$ cat src/rtl/pushbutton_toggle_pkg.sv
// Shared constants and helpers for the pushbutton conditioning block.
package pushbutton_toggle_pkg;

  localparam int unsigned DEBOUNCE_CYCLES_DEFAULT = 120000;
  localparam int unsigned CLK_HZ                  = 12_000_000;
  localparam logic        BTN_PRESSED             = 1'b1;

  // Counter only has to reach DEBOUNCE_CYCLES-1, so $clog2 of the count itself is enough.
  function automatic int unsigned debounce_cnt_w(input int unsigned cycles);
    return (cycles < 2) ? 1 : $clog2(cycles);
  endfunction

  typedef struct packed {
    logic press;
    logic led;
  } btn_chan_t;

endpackage

$ cat src/rtl/pushbutton_debounce.sv
// One button channel: two-flop synchroniser, persistence counter and registered press detect.
module pushbutton_debounce
  import pushbutton_toggle_pkg::*;
#(
  parameter int unsigned DEBOUNCE_CYCLES = DEBOUNCE_CYCLES_DEFAULT
) (
  input  logic clk,
  input  logic rst,
  input  logic btn_raw,
  output logic btn_stable,
  output logic btn_stable_nxt,
  output logic btn_press
);

  localparam int unsigned     CNT_W   = debounce_cnt_w(DEBOUNCE_CYCLES);
  localparam logic [CNT_W-1:0] CNT_MAX = CNT_W'(DEBOUNCE_CYCLES - 1);

  logic             s0_q, s1_q;
  logic             stable_q, stable_d;
  logic             press_q, press_d;
  logic [CNT_W-1:0] cnt_q, cnt_d;

  always_ff @(posedge clk or posedge rst) begin
    if (rst) begin
      s0_q     <= 1'b0;
      s1_q     <= 1'b0;
      stable_q <= 1'b0;
      cnt_q    <= '0;
      press_q  <= 1'b0;
    end else begin
      s0_q     <= (btn_raw == BTN_PRESSED);
      s1_q     <= s0_q;
      stable_q <= stable_d;
      cnt_q    <= cnt_d;
      press_q  <= press_d;
    end
  end

  // Any cycle where the synchronised level agrees with the accepted one restarts the count.
  always_comb begin
    stable_d = stable_q;
    cnt_d    = '0;
    if (s1_q != stable_q) begin
      if (cnt_q == CNT_MAX) begin
        stable_d = s1_q;
      end else begin
        cnt_d = cnt_q + CNT_W'(1);
      end
    end
    press_d = stable_d & ~stable_q;
  end

  assign btn_stable     = stable_q;
  assign btn_stable_nxt = stable_d;
  assign btn_press      = press_q;

endmodule

$ cat src/rtl/pushbutton_toggle.sv
// Two debounced pushbuttons, each giving a one-cycle press pulse and a toggled LED level.
module pushbutton_toggle
  import pushbutton_toggle_pkg::*;
#(
  parameter int unsigned DEBOUNCE_CYCLES = DEBOUNCE_CYCLES_DEFAULT
) (
  input  logic clk,
  input  logic rst,
  input  logic SW1,
  input  logic SW2,
  output logic PRESS1,
  output logic PRESS2,
  output logic LED0,
  output logic LED1
);

  logic [1:0]      sw_raw;
  logic [1:0]      stable;
  logic [1:0]      stable_nxt;
  logic [1:0]      press;
  logic [1:0]      led_q, led_d;
  btn_chan_t [1:0] chan;

  assign sw_raw = {SW2, SW1};

  for (genvar i = 0; i < 2; i++) begin : g_chan
    pushbutton_debounce #(
      .DEBOUNCE_CYCLES(DEBOUNCE_CYCLES)
    ) u_debounce (
      .clk           (clk),
      .rst           (rst),
      .btn_raw       (sw_raw[i]),
      .btn_stable    (stable[i]),
      .btn_stable_nxt(stable_nxt[i]),
      .btn_press     (press[i])
    );
  end

  // Toggle on the same edge the debouncer registers its press pulse.
  always_comb begin
    led_d = led_q ^ (stable_nxt & ~stable);
  end

  always_ff @(posedge clk or posedge rst) begin
    if (rst) begin
      led_q <= '0;
    end else begin
      led_q <= led_d;
    end
  end

  always_comb begin
    for (int i = 0; i < 2; i++) begin
      chan[i].press = press[i];
      chan[i].led   = led_q[i];
    end
  end

  assign PRESS1 = chan[0].press;
  assign PRESS2 = chan[1].press;
  assign LED0   = chan[0].led;
  assign LED1   = chan[1].led;

endmodule

$ cat config.mk
export PLATFORM = sky130hd
export DESIGN_NAME = pushbutton_toggle
export DESIGN_NICKNAME = d
export VERILOG_FILES = /design/src/rtl/pushbutton_toggle_pkg.sv /design/src/rtl/pushbutton_debounce.sv /design/src/rtl/pushbutton_toggle.sv
export SDC_FILE = /design/constraint.sdc
export NUM_CORES = 1
export LEC_CHECK = 0
export ABC_AREA = 1
export BUFFER_PORTS_ARGS = -buffer_cell sky130_fd_sc_hd__buf_2
export CORE_MARGIN = 10
export CORE_UTILIZATION = 55
export CTS_CLUSTER_DIAMETER = 50
export DETAILED_ROUTE_END_ITERATION = 7
export GPL_ROUTABILITY_DRIVEN = 0
export PLACE_DENSITY = 0.75
export SLEW_MARGIN = 20
export SYNTH_ARGS = -nofsm -noshare
export SYNTH_HDL_FRONTEND = slang
export SYNTH_SLANG_ARGS = --single-unit
$ cat constraint.sdc
create_clock -name clk -period 1.6 [get_ports clk]
set_input_delay 0.08 -clock clk [delete_from_list [all_inputs] [get_ports clk]]
set_output_delay 0.08 -clock clk [all_outputs]
set_load 0.05 [all_outputs]
### Word-level counts from Yosys, hierarchy flattened

Index checks and enable logic that the tools add are counted.

* word-level logic and storage cells: 32
* output and inout port bits: 4
* input bits: 4
* flip-flop bits (word level): 44

* $add $sub $neg: 2
* bitwise operators: 7
* multiplexer cells: 8
* eq/ne operators: 4

Operator list (count)
* $mux W17: 4
* $add A17 B1 Y17 const B: 2
* $eq A17 B17 Y1 const B: 2
* $mux W1: 4
* $and A1 B1 Y1: 2
* $and A2 B2 Y2: 1
* $ne A1 B1 Y1: 2
* $not A1 Y1: 2
* $not A2 Y2: 1
* $xor A2 B2 Y2: 1

### Depth between registers and ports, before layout

Gate-level depths: netlist of the first run.

* word-level depth: 5
* gate-level depth with buffers: 8
* depth with buffers taken out: 8

### Modules after synthesis

From an unflattened synthesis of the first run, not the netlist that was laid out.

* cell total of the unflattened synthesis: 283
* area, all modules: 2230.9 um2

By module, submodules not included
* pushbutton_debounce: instances 2, cells each 134, seq. area each 525.5 um2, area an instance 1064.8 um2
* pushbutton_toggle: instances 1, cells each 15, seq. area each 50.0 um2, area an instance 101.3 um2

### Worst setup path before layout of the first run

No wires, ideal clock.

* kind: register to register
* start: register g_chan[0].u_debounce.cnt_q[0]
* end: register g_chan[0].u_debounce.cnt_q[16]
* required time: 1477 ps
* period minus slack after synthesis: 1236 ps
* stages on the path, launching flop included: 7
* library setup time: 123 ps
* path buffers: 0
* arrival time: 1113 ps
* setup slack: 364 ps
* path through: dfrtp_1 > ha_1 > nand2_1 > nor2_4 > nand3_1 > nor3b_1 > nor2_1

* longest elaborated chain between the ends: 3
* elaborated cells on any way between the ends: 4
* those cells by class: 1 x add/sub; 1 x eq/ne; 2 x mux

RTL lines
* start: declaration: RTL line pushbutton_debounce.sv:21 `logic [CNT_W-1:0] cnt_q, cnt_d;`
* start signal: assignment: RTL line pushbutton_debounce.sv:34 `cnt_q <= cnt_d;`
* $add A17 B1 Y17 / $eq A17 B17 Y1 (equally long branches): RTL line pushbutton_debounce.sv:47, pushbutton_debounce.sv:44
* $mux W17 (*): RTL line pushbutton_debounce.sv:44 `if (cnt_q == CNT_MAX) begin`
* $mux W17 (*): RTL line pushbutton_debounce.sv:43 `if (s1_q != stable_q) begin`
* via g_chan[0].u_debounce.cnt_d[16]: RTL line pushbutton_debounce.sv:21

The timed path passes the listed nets; every way through them passes the cells marked *.

### Worst setup path in the final report of the first run

* start: register g_chan[0].u_debounce.cnt_q[0]
* end: register led_q[0]

* longest elaborated chain between the ends: 5

RTL lines
* $eq A17 B17 Y1: RTL line pushbutton_debounce.sv:44
* $mux W1: RTL line pushbutton_debounce.sv:44
* $mux W1: RTL line pushbutton_debounce.sv:43
* $and A2 B2 Y2: RTL line pushbutton_toggle.sv:41 `led_d = led_q ^ (stable_nxt & ~stable);`
* $xor A2 B2 Y2: RTL line pushbutton_toggle.sv:41
* via led_d[0]: RTL line pushbutton_toggle.sv:21 `logic [1:0] led_q, led_d;`
* end signal: assignment: RTL line pushbutton_toggle.sv:48 `led_q <= led_d;`
* end: declaration: RTL line pushbutton_toggle.sv:21

The timed path passes the listed nets, and every way through them passes these cells.

==> metrics, run 1 <==
static leakage 1.171 nW; Crit path top cell by count nand2_1; drt initial violations 94; Num CTS Buffers 5; Critical Path RT 1.78 ns; CP peak stage delay 0.38 ns; outcome finished, final reports clean; post-CTS sizing 0; final setup fails 0; DR pass1 iterations 4; pre-CTS setup slack 0.1656 ns; R2R Setup Slk between 0.15 and 0.2 ns; Max Freq 705.3 MHz; synthesized netlist cell count 328; Seq/Total Area, Yosys 0.4536; row count 24; Crit. End Element register; layout cells sized above 1 0.1063; final worst path period share 0.8861; Worst Tran Pin Value 0.5547 ns; initial antenna violation count 0; Hold Buf Count CTS 3; Slew Viols, Final 0; nets approximately 350; largest net degree at the start of global routing 45; GRT Util Overall 0.1416; area grow syn2layout 9.794%; slowest CP cell dfrtp_1; final worst setup slack between 0.15 and 0.2 ns; Netlist cell types 22; register bit total from synthesis 44; clk_skew ~0.0091 ns; vias in the first global route 2071; RR Endpoint led_q[0]; hpwl dp 3.756 mm; Worst Setup SP g_chan[0].u_debounce.cnt_q[0]; Worst slew margin 0.6302; final wirelength 4.903 mm; Synth Warn # 0; Synthesized Nets 334; Mapped Avg Cell Area 7.400 um^2; RSZ-0062 raised after global routing no; R2R depth 8; pwr/cell area 722.1 mW/mm^2; Clock Pin Slew Worst Setup and Hold Paths 0.08 ns; crit path launch type register; Routed Antenna Nets 0; crit path cell chain ha_1, nand2_1, nor2_1, nand3_1, nor2_1, nand3_1, nand2_1, nand2_1; H-tree Lvls 2; Worst Hold Class reg -> reg; Final Hold Viols 0; total number of vias between 2000 and 2500; worst setup path end led_q[0]; IO buf count 7; Max Cap Viol 0; worst path arrival time 1.60 ns; IO Pins 8; initial core utilization 0.5613; worst vdd ir 0.4905 mV; Routed wire per std cell 12.26 um; crit path kind reg -> reg; CTS tree built; residual DRC count 0; final core occ 0.6163; FF-to-FF Start g_chan[0].u_debounce.cnt_q[0]; post-CTS setup buffers 0; Root Buffer clkbuf_8; Clock Latency Late Sink 0.29 ns; clock sinks 44; chip width just under 90 um; first-pass GRT wire length roughly 8.8 mm; Post-Syn Area around 0.0024 mm^2; antenna cells 0; total global routing overflow 0; Via density 5.135; Tmin final ~1.4 ns; Die Y 86.43 um; worst-path maximum fanout 3; core area 0.004324 mm^2; die area 0.007470 mm^2; CTS max path bufs 2; TNS Setup 0 ns
[per-stage QoR]
| stage | power [mW] | cells | cell area (um^2) | hold WS (ns) |
|---|---|---|---|---|
| after detailed placement | 1.240 | 389 | 2542 | 0.1898 |
| after floorplan | 1.215 | 328 | 2427 | 0.1114 |
| after global placement | 1.237 | 389 | 2542 | 0.1884 |
| after global routing | 2.007 | 400 | 2665 | 0.3640 |
| final | 1.924 | 400 | 2665 | 0.3571 |
| after CTS | 1.956 | 400 | 2665 | 0.3619 |
[per-layer routing]
| layer | wire length, um | vias up | track usage |
|---|---|---|---|
| met4 | 68 | 0 | 0.06186 |
| met5 | 0 | - | 0 |
| met1 | 2126 | 952 | 0.1584 |
| met3 | 186 | 10 | 0.03189 |
| li1 | - | 1054 | - |
| met2 | 2522 | 38 | 0.2503 |
[worst min-delay path by stage]
| stage | depth (start not counted) | slack (ns) | endpoint | from |
|---|---|---|---|---|
| 3_3_place_gp | 1 | 0.19 | g_chan[1].u_debounce.s0_q | SW2 |
| 5_1_grt | 0 | 0.36 | g_chan[0].u_debounce.s1_q | g_chan[0].u_debounce.s0_q |
| 3_5_place_dp | 1 | 0.19 | g_chan[0].u_debounce.s0_q | SW1 |
| 4_1_cts | 0 | 0.36 | g_chan[0].u_debounce.s1_q | g_chan[0].u_debounce.s0_q |
| 2_1_floorplan | 0 | 0.11 | g_chan[0].u_debounce.s0_q | SW1 |
| 6_report | 0 | 0.36 | g_chan[0].u_debounce.s1_q | g_chan[0].u_debounce.s0_q |
[cells in the mapped netlist]
cell type | n | area share
nor2_2 | 4 | 0.010
nand3_1 | 33 | 0.068
nor2_4 | 3 | 0.014
nand4_1 | 6 | 0.015
ha_1 | 2 | 0.010
dfrtp_1 | 44 | 0.45
xor2_2 | 2 | 0.013
a21oi_1 | 4 | 0.0082
nor3_1 | 10 | 0.021
inv_1 | 44 | 0.068
o21a_1 | 1 | 0.0031
nand3_2 | 2 | 0.0082
nor2_1 | 80 | 0.12
o21bai_1 | 1 | 0.0031
nand2_2 | 6 | 0.015
o21ai_0 | 3 | 0.0062
o21ai_1 | 2 | 0.0041
nand2_1 | 63 | 0.097
nor3b_1 | 4 | 0.012
inv_2 | 3 | 0.0046
xor2_1 | 10 | 0.036
xnor2_1 | 1 | 0.0036
[kinds of logic after synthesis]
group | Yosys count | share of synthesized area
and+or+nand+nor | 211 | 0.3856
adders and majority gates | 2 | 0.01031
AOI/OAI and AO/OA | 11 | 0.02474
xor gates and xnor gates | 13 | 0.05309
DFF | 44 | 0.4536
buffers and inverters | 47 | 0.07268
[sequential cells by signal, summed over array words and instances (netlist names)]
| register | cells |
|---|---|
| g_chan.u_debounce.cnt_q | 34 |
| g_chan.u_debounce.btn_press | 2 |
| g_chan.u_debounce.btn_stable | 2 |
| g_chan.u_debounce.s0_q | 2 |
| g_chan.u_debounce.s1_q | 2 |
| led_q | 2 |
[cell type report]
cell class	instances	area, um^2
clock buffers	6	82.58
clock inverters	2	10.01
fillers	403	1659
flip-flops and latches	44	1101
well taps	52	65.06
repair buffers	12	80.08
multi-input cells	237	1150
inverters	47	176.4
[worst max-delay path: cells and delay by family, from the launching register on]
family        cells  cell delay [ns]
fa+ha+maj         1             0.19
simple gates      7             0.75
flops             1             0.38
[power breakdown]
| group | switching (mW) | internal, mW | total, mW | leakage (nW) |
|---|---|---|---|---|
| clock | 0.358 | 0.345 | 0.703 | 0.0510 |
| sequential | 0.0143 | 1.13 | 1.14 | 0.601 |
| combinational | 0.0540 | 0.0250 | 0.0790 | 0.520 |
| total | 0.427 | 1.50 | 1.92 | 1.17 |
[placed cells by master, fill, tap and decap left out, drive strengths merged]
cell	n
nor2	87
nand2	69
inv	46
dfrtp	44
nand3	35
xor2	12
nor3	10
buf	9
nand4	6
clkbuf	6
o21ai	5
a21oi	4
nor3b	4
dlygate4sd3	3
clkinv	3
ha	2
xnor2	1
o21bai	1
o21a	1
(Power assumes the default switching activity.)
==> run 2, diff against run 1 <==
- ABC_CLOCK_PERIOD_IN_PS: unset -> 1600
- CTS_CLUSTER_DIAMETER: 50 -> unset
- PLACE_DENSITY: 0.75 -> 0.71
==> metrics, run 2 (synthesis gave the netlist of run 1 again) <==
die area 0.007470 mm^2 (unchanged); CP peak stage delay 0.43 ns (+0.05 ns); RR Endpoint g_chan[0].u_debounce.cnt_q[6]; TNS Setup 0 ns (unchanged); hpwl dp 3.873 mm (+3.1%); commonest non-fill, non-tap cell in the layout nor2_1; Worst Tran Pin Value 0.5236 ns (-0.03113 ns); row count 24 (unchanged); GRT Util Overall 0.1424 (+0.0007793); largest net degree at the start of global routing 32 (-29%); H-tree Lvls 2 (unchanged); CTS tree built; worst-path maximum fanout 7 (+4); Die Y 86.43 um (unchanged); static leakage 1.176 nW (+0.38%); Routed Antenna Nets 0 (unchanged); worst vdd ir 0.4848 mV (-1.2%); total number of vias 2036 (-0.88%); residual DRC count 0 (unchanged); RSZ-0062 raised after global routing no; Crit path top cell by count nor3_1; core area 0.004324 mm^2 (unchanged); Worst slew margin 0.6488 (+0.01859); Max Freq 701.9 MHz (-0.49%); Root Buffer clkbuf_8; clk_skew 0.004618 ns (-0.004524 ns); pwr/cell area 719.3 mW/mm^2 (-0.39%); total global routing overflow 0 (unchanged); Largest Register g_chan.u_debounce.cnt_q; drt initial violations 94 (unchanged); Slew Viols, Final 0 (unchanged); R2R depth 4 (-4); vias in the first global route 2009 (-3.0%); chip width 86.43 um (unchanged); Worst Hold Class in -> async; initial antenna violation count 0 (unchanged); clock sinks 44 (unchanged); Clock Pin Slew Worst Setup and Hold Paths 0.08 ns (about the same); slowest CP cell dfrtp_1; Crit. End Element register; FF-to-FF Start g_chan[0].u_debounce.cnt_q[8]; worst path arrival time 1.61 ns (about the same); final setup fails 0 (unchanged); final core occ 0.6209 (+0.004630); crit path kind reg -> reg; max reg flops 34 (unchanged); outcome finished, final reports clean; most frequent cells in the layout 79 x nor2_1, 63 x nand2_1, 44 x dfrtp_1; IO buf count 7 (unchanged); antenna cells 0 (unchanged); Via density 5.090 (-0.88%); Routed wire per std cell 12.39 um (+1.0%); nets 353 (unchanged); Worst Setup SP g_chan[0].u_debounce.cnt_q[8]; Fin Hold WS 0.3054 ns (-0.05171 ns); area grow syn2layout 10.62%; first-pass GRT wire length 8.721 mm (-0.48%); final worst setup slack 0.1753 ns (-0.006922 ns); IO Pins 8 (unchanged); Num CTS Buffers 5 (unchanged); final worst path period share 0.8904 (+0.004326); worst setup path end g_chan[0].u_debounce.cnt_q[6]; Clock Latency Late Sink 0.30 ns (about the same); pre-CTS setup slack 0.1483 ns (-0.01735 ns); fin area 0.002685 mm^2 (+0.75%); crit path launch type register; final wirelength 4.954 mm (+1.0%); crit path cell chain nor3_1, nand3_2, nand2_2, nor3_1; layout cells sized above 1 0.1121 (+0.005747); Tmin final 1.425 ns (+0.006922 ns); Final Hold Viols 0 (unchanged); Critical Path RT 1.78 ns (about the same); Cell Area, Placed 0.002555 mm^2 (+0.49%); CTS max path bufs 2 (unchanged); initial core utilization 0.5613 (unchanged); R2R Setup Slk 0.18 ns (about the same); DR pass1 iterations 4 (unchanged); Max Cap Viol 0 (unchanged)
[run 2: metal layers]
layer  global-route usage  share of wire  up-vias  wire length [um]
met1               0.1658           0.44      934              2177
met2               0.2430           0.52       34              2568
li1                     -              -     1061                 -
met5                    0              0        -                 0
met4              0.06775          0.013        0                63
met3              0.03002          0.029        7               143
[run 2: metrics by stage]
| step | cells | power (mW) |
|---|---|---|
| after floorplan | 328 | 1.215 |
| after global placement | 389 | 1.242 |
| after detailed placement | 389 | 1.243 |
| after CTS | 400 | 1.960 |
| after global routing | 400 | 2.020 |
| final | 400 | 1.931 |
[run 2: layout make-up]
type / count / area (um^2)
Clock buffer: 6 / 82.58
Tap cell: 52 / 65.06
Fill cell: 400 / 1639
Sequential cell: 44 / 1101
Timing Repair Buffer: 12 / 92.59
Clock inverter: 2 / 10.01
Multi-Input combinational cell: 237 / 1157
Inverter: 47 / 176.4
[run 2: power by group]
group	switching (mW)	total, mW	internal [mW]
sequential	0.0140	1.14	1.13
clock	0.363	0.708	0.344
combinational	0.0536	0.0818	0.0282
[run 2: worst min path at each step]
stage                                          to  cells after the start  startpoint
floorplan               g_chan[0].u_debounce.s0_q                      0         SW1
CTS                     g_chan[0].u_debounce.s0_q                      3         rst
global placement        g_chan[0].u_debounce.s0_q                      2         rst
finish                  g_chan[0].u_debounce.s0_q                      3         rst
detailed placement      g_chan[0].u_debounce.s0_q                      2         rst
global route        g_chan[0].u_debounce.cnt_q[6]                      3         rst
[run 2: critical path: cells and delay by family (launching register included)]
family | cells | cell delay [ns]
DFF | 1 | 0.43
and+or+nand+nor | 4 | 0.88
[run 2: repair_timing]
action,4_1_cts,5_1_grt
gates resized for setup,0,2
hold buffers,3,0
endpoints found under the hold margin,15,0
setup buffers,0,0
endpoints found under the setup margin,0,2
